<file path="src/rtl/sorcerer_cass_fsk_decoder.sv">
// Cassette FSK decoder: times CASS_IN half-periods, recovers KCS bits at 300 or
// 1200 baud and frames them into characters behind a DAV/RD_STB handshake.
module sorcerer_cass_fsk_decoder #(
  parameter int DATA_BITS      = 8,
  parameter int CNT_W          = 8,
  parameter int THR_300        = 12,
  parameter int THR_1200       = 24,
  parameter int GLITCH         = 3,
  parameter int TIMEOUT        = 96,
  parameter int CARRIER_HALVES = 16
) (
  input  logic                 i_clk12,
  input  logic                 i_reset,
  input  logic                 i_tick,
  input  logic                 i_enable,
  input  logic                 i_baud_sel,
  input  logic                 i_cass_in,
  input  logic                 i_rd_stb,
  output logic [DATA_BITS-1:0] o_dout,
  output logic                 o_dav,
  output logic                 o_fe,
  output logic                 o_ovr,
  output logic                 o_carrier
);

  localparam int BC_W = $clog2(DATA_BITS + 1);
  localparam logic [CNT_W-1:0] C_TIMEOUT  = CNT_W'(TIMEOUT);
  localparam logic [CNT_W-1:0] C_GLITCH   = CNT_W'(GLITCH);
  localparam logic [CNT_W-1:0] C_THR_300  = CNT_W'(THR_300);
  localparam logic [CNT_W-1:0] C_THR_1200 = CNT_W'(THR_1200);
  localparam logic [CNT_W-1:0] C_CARRIER  = CNT_W'(CARRIER_HALVES);
  localparam logic [BC_W-1:0]  C_LAST_BIT = BC_W'(DATA_BITS - 1);

  typedef enum logic [1:0] {S_IDLE, S_DATA, S_STOP} state_t;

  logic                 r_sync1, r_sync2, r_sync3;
  logic                 r_baud_q;
  logic [CNT_W-1:0]     r_hp;
  logic                 r_cls_vld, r_cls_short, r_prev_short;
  logic [CNT_W-1:0]     r_nh;
  logic [CNT_W-1:0]     r_vcnt;
  logic                 r_carrier;
  state_t               r_state;
  logic [BC_W-1:0]      r_bit_cnt;
  logic [DATA_BITS-1:0] r_shift;
  logic [DATA_BITS-1:0] r_dout;
  logic                 r_dav, r_fe, r_ovr;

  logic                 w_edge, w_clear, w_accept, w_timeout, w_flush;
  logic [CNT_W-1:0]     w_thr, w_long_n, w_short_n, w_nh_inc, w_vcnt_next;
  logic                 w_bit_emit, w_bit_val;
  state_t               w_state_next;
  logic                 w_shift_en, w_complete;

  // Third flop only serves the edge detector; the first two resolve metastability.
  always_ff @(posedge i_clk12 or posedge i_reset) begin
    if (i_reset) begin
      r_sync1  <= 1'b0;
      r_sync2  <= 1'b0;
      r_sync3  <= 1'b0;
      r_baud_q <= 1'b0;
    end else begin
      // NOTE: clocked state always uses <= so every flop samples pre-edge values.
      r_sync1  <= i_cass_in;
      r_sync2  <= r_sync1;
      r_sync3  <= r_sync2;
      r_baud_q <= i_baud_sel;
    end
  end

  assign w_edge    = r_sync2 ^ r_sync3;
  assign w_clear   = !i_enable || (i_baud_sel != r_baud_q);
  assign w_accept  = w_edge && (r_hp >= C_GLITCH) && !w_clear;
  assign w_timeout = !w_clear && !w_accept && i_tick && (r_hp == C_TIMEOUT - CNT_W'(1));
  assign w_flush   = w_clear || w_timeout;
  assign w_thr     = i_baud_sel ? C_THR_1200 : C_THR_300;
  assign w_long_n  = i_baud_sel ? CNT_W'(2) : CNT_W'(8);
  assign w_short_n = w_long_n << 1;

  // Half-period timer and classification stage.
  always_ff @(posedge i_clk12 or posedge i_reset) begin
    if (i_reset) begin
      r_hp        <= '0;
      r_cls_vld   <= 1'b0;
      r_cls_short <= 1'b0;
    end else begin
      r_cls_vld <= w_accept;
      if (w_accept) r_cls_short <= (r_hp < w_thr);
      if (w_clear || w_accept)               r_hp <= '0;
      else if (i_tick && r_hp != C_TIMEOUT)  r_hp <= r_hp + CNT_W'(1);
    end
  end

  // A class change restarts the run, so bit cells resynchronise on their own.
  assign w_nh_inc    = (r_cls_short == r_prev_short) ? r_nh + CNT_W'(1) : CNT_W'(1);
  assign w_bit_val   = r_cls_short;
  assign w_bit_emit  = r_cls_vld && !w_flush &&
                       (r_cls_short ? (w_nh_inc == w_short_n) : (w_nh_inc == w_long_n));
  assign w_vcnt_next = w_flush ? '0 :
                       (r_cls_vld && r_vcnt != C_CARRIER) ? r_vcnt + CNT_W'(1) : r_vcnt;

  always_ff @(posedge i_clk12 or posedge i_reset) begin
    if (i_reset) begin
      r_nh         <= '0;
      r_prev_short <= 1'b0;
      r_vcnt       <= '0;
      r_carrier    <= 1'b0;
    end else begin
      r_vcnt    <= w_vcnt_next;
      r_carrier <= (w_vcnt_next == C_CARRIER);
      if (w_flush) begin
        r_nh <= '0;
      end else if (r_cls_vld) begin
        r_prev_short <= r_cls_short;
        r_nh         <= w_bit_emit ? '0 : w_nh_inc;
      end
    end
  end

  always_ff @(posedge i_clk12 or posedge i_reset) begin
    if (i_reset) r_state <= S_IDLE;
    else         r_state <= w_state_next;
  end

  always_comb begin
    // NOTE: defaults first so no path through this block leaves a latch behind.
    w_state_next = r_state;
    w_shift_en   = 1'b0;
    w_complete   = 1'b0;
    if (w_flush) begin
      w_state_next = S_IDLE;
    end else if (w_bit_emit) begin
      unique case (r_state)
        S_IDLE: if (!w_bit_val && r_carrier) w_state_next = S_DATA;
        S_DATA: begin
          w_shift_en = 1'b1;
          if (r_bit_cnt == C_LAST_BIT) w_state_next = S_STOP;
        end
        S_STOP: begin
          w_complete   = 1'b1;
          w_state_next = S_IDLE;
        end
        default: w_state_next = S_IDLE;
      endcase
    end
  end

  always_ff @(posedge i_clk12 or posedge i_reset) begin
    if (i_reset) begin
      r_bit_cnt <= '0;
      r_shift   <= '0;
    end else begin
      if (r_state != S_DATA) r_bit_cnt <= '0;
      else if (w_shift_en)   r_bit_cnt <= r_bit_cnt + BC_W'(1);
      if (w_shift_en) r_shift <= {w_bit_val, r_shift[DATA_BITS-1:1]};
    end
  end

  // Completion outranks a coincident read: the fresh character stays visible.
  always_ff @(posedge i_clk12 or posedge i_reset) begin
    if (i_reset) begin
      r_dout <= '0;
      r_dav  <= 1'b0;
      r_fe   <= 1'b0;
      r_ovr  <= 1'b0;
    end else if (w_complete) begin
      r_dout <= r_shift;
      r_dav  <= 1'b1;
      r_fe   <= ~w_bit_val;
      r_ovr  <= ~i_rd_stb & (r_ovr | r_dav);
    end else if (i_rd_stb) begin
      r_dav <= 1'b0;
      r_fe  <= 1'b0;
      r_ovr <= 1'b0;
    end
  end

  assign o_dout    = r_dout;
  assign o_dav     = r_dav;
  assign o_fe      = r_fe;
  assign o_ovr     = r_ovr;
  assign o_carrier = r_carrier;

endmodule

</file>
<file path="config.mk">
export PLATFORM = sky130hd
export DESIGN_NAME = sorcerer_cass_fsk_decoder
export DESIGN_NICKNAME = d
export VERILOG_FILES = /design/src/rtl/sorcerer_cass_fsk_decoder.sv
export SDC_FILE = /design/constraint.sdc
export NUM_CORES = 1
export LEC_CHECK = 0
export ABC_AREA = 0
export CAP_MARGIN = 20
export CORE_ASPECT_RATIO = 1.25
export CORE_UTILIZATION = 30
export DETAILED_ROUTE_END_ITERATION = 12
export PLACE_DENSITY = 0.49
export SLEW_MARGIN = 20
export SYNTH_ARGS = -nofsm -noshare
export SYNTH_HDL_FRONTEND = slang
export SYNTH_SLANG_ARGS = --single-unit
</file>
<file path="constraint.sdc">
create_clock -name i_clk12 -period 3.5 [get_ports i_clk12]
set_clock_uncertainty 0.15 [all_clocks]
set_input_delay 0.7 -clock i_clk12 [delete_from_list [all_inputs] [get_ports i_clk12]]
set_output_delay 0.7 -clock i_clk12 [all_outputs]
set_load 0.01 [all_outputs]
</file>
==> impl_metrics.ini, run 1 <==
[logic_synthesis]
synth_most_common_cell = dfrtp_1
ys.warnings.count = 0
ys_top_cells_by_count = dfrtp_1, nor2_1, xor2_1, nand2_1
mappedNetlistArea_um2 = 3000
synth_edf_count = 0
ys.flop_type = dfrtp_1
synthTopCellsByArea = dfrtp_1, xor2_1, nor2_1
ys_types = 49
yosysTopAreaCell = dfrtp_1
yosys.area.top_type_share_pct = 47.6
ys_seq_area_share_pct = 47.6
syn_avg_cell_area_um2 = 10.2
synth_fp_nets = 307
synth_seq_cells = 57
synthesis.instances = 293
synthArstFlopShare_pct = 100

[die]
start_util_pct = 31.0
fp.coreArea_um2 = 9660
die_area_um2 = 10400
rows = 40
die_w_um = 91.4
pin_count = 19
die_height_um = 114

[routing]
firstDrtPassIters = 4
via_count = 2209
routed_wl_um = 5700
postRouteAntennaNets = 0
drt_iter0_drc = 144
drc = 0
viasPerCell = 4.88
wl_per_cell_um = 12.6

[worst_setup_path]
path_depth = 9
end_kind = flip-flop
critPathMaxFanout = 10
reg2reg_depth = 9
crit_path_cell_trace = clkdlybuf4s50_1 -> buf_4 -> nor4b_1 -> nor3_1 -> a2111oi_2 -> nand4_1 -> or3b_1 -> buf_4 -> mux2_4
path_buf_inv = 3
crit_type = in -> reg
critPathLaunchType = primary input
slowest_stage = clkdlybuf4s50_1
required_ps = 3560
crit_top_cell = buf_4
crit_arrival_ps = 3110
max_stage_delay_ps = 420
crit_family = simple AND/OR/NAND/NOR gates

[placed_design]
dp_slack_ps = 65.1
place.gp.congestion = 0.796
port_buffers = 18
hpwl_um = 3980

[clock_network]
cts_tree = built
clk_pin_slew_ps = 50
clk_root_buffer_cell = clkbuf_16
clockBufferDepth = 2
cts-resized-gates = 0
clock_sinks = 57
cts_setup_buffers = 0
clkLatencyLatePin_ps = 330
cts_made_buffers = 9
htreeDepth = 3
cts_hold_buffers = 0

[global_routing]
grt_max_degree = 45
globalRouteOverflowTotal = 0
grt_pass1_wl_um = 10200
antenna_found_initial = 0
grt_pass1_vias = 2185
grt_util_all_layers_pct = 12.5

[pwr]
p_leak_nw = 1.61
pwr_density_cell_nw_per_um2 = 423
ir_drop_mv = 0.155

[status]
status = finished clean

[sta]
final-hold-violation-count = 0
finalCriticalPeriod_ps = 3040
max_slew.worst_pin.slew_ps = 924
fin_crit_sh_pct = 86.9
setup_ws_ps = 458
drv_slew = 0
finalSetupViolCount = 0
grt_setup_unrepaired = no
slew_headroom_pct = 38.3
finalSetupTns_ps = 0
fmax_ghz = 0.329

[job]
cap_viol_max_count = 0

[layout]
nets = 336
area_delta_synth_final_pct = 21.4
drive_above_1_share_pct = 15.6
diodes = 0

[min_path]
worstHoldPathCells = 0
hold_class = reg -> reg
per-stage QoR:
step                      std cells  area [µm²]  total power [mW]  util (%)  hold slack (ps)
after floorplan                 293        3000             0.716         -              181
after global placement          437        3360             0.741      34.8              186
after detailed placement        437        3360             0.743      34.8              189
after CTS                       453        3640              1.56      37.7              202
after global routing            453        3640              1.60      37.7              227
final                           453        3640              1.54      37.7              198
placed cells by master, fill, tap and decap left out, types with 4 or more instances in the layout:
cell / Yosys / routed
dfrtp_1: 57 / 57
nor2_1: 36 / 36
xor2_1: 18 / 18
clkdlybuf4s50_1: 0 / 18
nand2_1: 17 / 17
o21ai_0: 13 / 13
a21oi_1: 13 / 13
buf_4: 1 / 13
inv_1: 12 / 11
nand4_1: 10 / 10
mux2_2: 10 / 10
or3_1: 9 / 9
clkbuf_16: 0 / 9
xnor2_1: 8 / 8
mux2_4: 8 / 8
nor3_1: 7 / 7
ha_1: 7 / 7
nand3_1: 6 / 6
and3_1: 5 / 5
mux2i_1: 5 / 5
nor4b_1: 4 / 4
nor4_1: 4 / 4
nand2b_1: 4 / 4
power by group:
part | internal, mW | total [mW] | switching [mW] | leakage, nW
clock network | 0.483 | 0.810 | 0.326 | 0.132
registers | 0.664 | 0.668 | 0.00397 | 0.786
logic | 0.0224 | 0.0611 | 0.0387 | 0.692
total | 1.17 | 1.54 | 0.369 | 1.61
state kept, by name, summed over array words and instances (netlist names):
name	cells
o_dout	8
r_hp	8
r_nh	8
r_shift	8
r_vcnt	8
r_bit_cnt	4
r_state	2
o_carrier	1
o_dav	1
o_fe	1
o_ovr	1
r_baud_q	1
r_cls_short	1
r_cls_vld	1
r_prev_short	1
r_sync1	1
r_sync2	1
r_sync3	1
layer usage:
layer,global-route usage [%],vias up,share of wire [%]
li1,-,1099,-
met1,14.7,1066,46
met2,20.3,29,49
met3,3.47,15,2.6
met4,7.72,0,2.8
met5,0,-,0
logic make-up (layout without fill, tap and decap cells):
kind of cell | Yosys count | after routing | share of synthesized area [%]
fa+ha+maj | 7 | 7 | 2.92
simple gates | 112 | 112 | 19.2
mux | 23 | 23 | 9.43
xor+xnor | 26 | 26 | 7.60
compound gates | 43 | 43 | 9.31
buf+inv | 25 | 59 | 3.96
flops | 57 | 57 | 47.6
worst register-to-register path, delay by kind of cell (launching register included):
kind	cells	cell delay (ps)
adder cells (fa/ha/maj)	1	260
flip-flops	1	430
AO/OA/AOI/OAI	1	380
XOR/XNOR	1	250
multiplexers	1	300
AND/OR/NAND/NOR	4	950
buffers and inverters	1	200
worst paths after layout:
kind | from | end | slack (ps)
max | i_baud_sel | o_dout[0]$_DFFE_PP0P_ | 460
min | r_sync1$_DFF_PP0_ | r_sync2$_DFF_PP0_ | 200
min in group asynchronous | i_reset | r_shift[5]$_DFFE_PP0P_ | 740
max reg2reg | r_nh[1]$_DFFE_PP0P_ | o_dout[0]$_DFFE_PP0P_ | 460
max in group asynchronous | i_reset | r_vcnt[1]$_DFF_PP0_ | 1750
min reg2reg | r_sync1$_DFF_PP0_ | r_sync2$_DFF_PP0_ | 200
area by class of cell:
class,count,area (µm²)
fill,950,6020
multi-input combinational,211,1450
sequential,57,1430
timing repair buffer,31,278
clock buffer,9,225
tap,126,158
clock inverter,7,55.1
inverter,12,45.0
No activity file was read; power rests on OpenSTA's default activity.
==> inputs of run 2 (changes only) <==
--- a/config.mk
+++ b/config.mk
@@ -11,7 +11,6 @@
 export CORE_UTILIZATION = 30
 export DETAILED_ROUTE_END_ITERATION = 12
 export PLACE_DENSITY = 0.49
-export SLEW_MARGIN = 20
 export SYNTH_ARGS = -nofsm -noshare
 export SYNTH_HDL_FRONTEND = slang
 export SYNTH_SLANG_ARGS = --single-unit
==> results of run 2 <==
Final layout, timing and power as in run 1 (identical DEF).
==> inputs of run 3 (changes only) <==
--- a/config.mk
+++ b/config.mk
@@ -10,6 +10,7 @@
 export CORE_ASPECT_RATIO = 1.25
 export CORE_UTILIZATION = 30
 export DETAILED_ROUTE_END_ITERATION = 12
+export MAX_ROUTING_LAYER = met4
 export PLACE_DENSITY = 0.49
 export SYNTH_ARGS = -nofsm -noshare
 export SYNTH_HDL_FRONTEND = slang
==> run 3 against run 2 <==
Net effect: sequential power hardly changed; global-route usage is 0.38 points higher; sequential share of layout area stayed put; design area stayed put; non-clock buffer count stayed put; utilization stayed put; critical endpoint unchanged.
==> impl_metrics.ini, run 3 (synthesized netlist as in run 1, its figures left out) <==
[routing]
drc = 0
firstDrtPassIters = 4
via_count = 2202
wl_per_cell_um = 12.6
routed_wl_um = 5700
viasPerCell = 4.86
postRouteAntennaNets = 0
drt_iter0_drc = 173

[sta]
drv_slew = 0
final-hold-violation-count = 0
finalSetupViolCount = 0
fmax_ghz = 0.329
fin_crit_sh_pct = 86.9
slew_headroom_pct = 38.5
finalSetupTns_ps = 0
grt_setup_unrepaired = no
finalCriticalPeriod_ps = 3040
max_slew.worst_pin.slew_ps = 921

[pwr]
pwr_density_cell_nw_per_um2 = 423
ir_drop_mv = 0.155
p_leak_nw = 1.61

[placed_design]
hpwl_um = 3980
port_buffers = 18
place.gp.congestion = 0.807
placed_area_um2 = 3360

[clock_network]
clkLatencyLatePin_ps = 330
clk_pin_slew_ps = 50
cts_hold_buffers = 0
cts_setup_buffers = 0
clock_sinks = 57
htreeDepth = 3
clk_root_buffer_cell = clkbuf_16
cts-resized-gates = 0
cts_tree = built
clockBufferDepth = 2
cts_made_buffers = 9

[status]
status = finished clean

[global_routing]
grt_pass1_vias = 2188
grt_max_degree = 45
grt_pass1_wl_um = 10200
antenna_found_initial = 0
grt_util_all_layers_pct = 12.9
globalRouteOverflowTotal = 0

[die]
fp.coreArea_um2 = 9660
pin_count = 19
die_area_um2 = 10400
die_height_um = 114
rows = 40
die_w_um = 91.4
start_util_pct = 31.0

[min_path]
hp-start = r_sync1$_DFF_PP0_
worstHoldPathCells = 0
hold_class = reg -> reg
min_to = r_sync2$_DFF_PP0_

[layout]
final_cell_mix = dfrtp_1, nor2_1, xor2_1, clkdlybuf4s50_1, nand2_1
final_common_cell = dfrtp_1
stdcell_area_um2 = 3640
area_delta_synth_final_pct = 21.4
diodes = 0
drive_above_1_share_pct = 15.6
nets = 336

[worst_setup_path]
r2r-end = o_dout[0]$_DFFE_PP0P_
end_kind = flip-flop
critPathMaxFanout = 10
r2r_slack_ps = 460
critPathLaunchType = primary input
required_ps = 3560
reg2reg_depth = 9
crit_arrival_ps = 3110
crit_type = in -> reg
timing.rr.start = r_nh[1]$_DFFE_PP0P_

[job]
cap_viol_max_count = 0
==> run 3: cell counts in the layout (fill, tap and decap cells not counted) <==
No cell type changed its count.
==> run 3: per-layer routing <==
metal  up-vias  track usage (%)  wire length [µm]
li1       1100                -                 -
met1      1062             14.7              2620
met2        30             20.3              2790
met3        10             3.47               155
met4         0             7.72               140
met5         -                -                 0
==> run 3: worst max path at each step <==
stage | startpoint | end | cells past startpoint
after floorplan | i_baud_sel | o_dout[0]$_DFFE_PP0P_ | 9
after CTS | i_baud_sel | r_shift[1]$_DFFE_PP0P_ | 9
after global placement | i_baud_sel | o_dout[6]$_DFFE_PP0P_ | 10
after detailed placement | i_baud_sel | o_dout[5]$_DFFE_PP0P_ | 9
after global routing | r_nh[1]$_DFFE_PP0P_ | r_shift[1]$_DFFE_PP0P_ | 9
final | i_baud_sel | o_dout[0]$_DFFE_PP0P_ | 9
==> run 3: stage by stage <==
stage          setup slack [ps]  total power, mW  std cells  utilization, %  hold WS (ps)
2_1_floorplan               538            0.716        293               -           181
3_3_place_gp                125            0.741        437            34.8           186
3_5_place_dp               65.1            0.743        437            34.8           189
4_1_cts                     416             1.56        453            37.7           202
5_1_grt                     204             1.60        453            37.7           227
6_report                    458             1.54        453            37.7           198
==> run 3: where the power goes <==
group          internal (mW)  leakage, nW  switching (mW)  total, mW
sequential             0.664        0.786         0.00398      0.668
combinational         0.0224        0.692          0.0386     0.0611
clock                  0.483        0.132           0.326      0.809
==> run 3: final cells by class <==
cell class	instances	area (µm²)
fill	950	6020
multi-input combinational	211	1450
sequential	57	1430
timing repair buffer	31	278
clock buffer	9	225
tap	126	158
clock inverter	7	55.1
inverter	12	45.0
==> run 3: critical path: stages <==
cell and delay (ps):
clkdlybuf4s50_1 420, buf_4 170, nor4b_1 270, nor3_1 110
a2111oi_2 380, nand4_1 160, or3b_1 390, buf_4 200
mux2_4 300
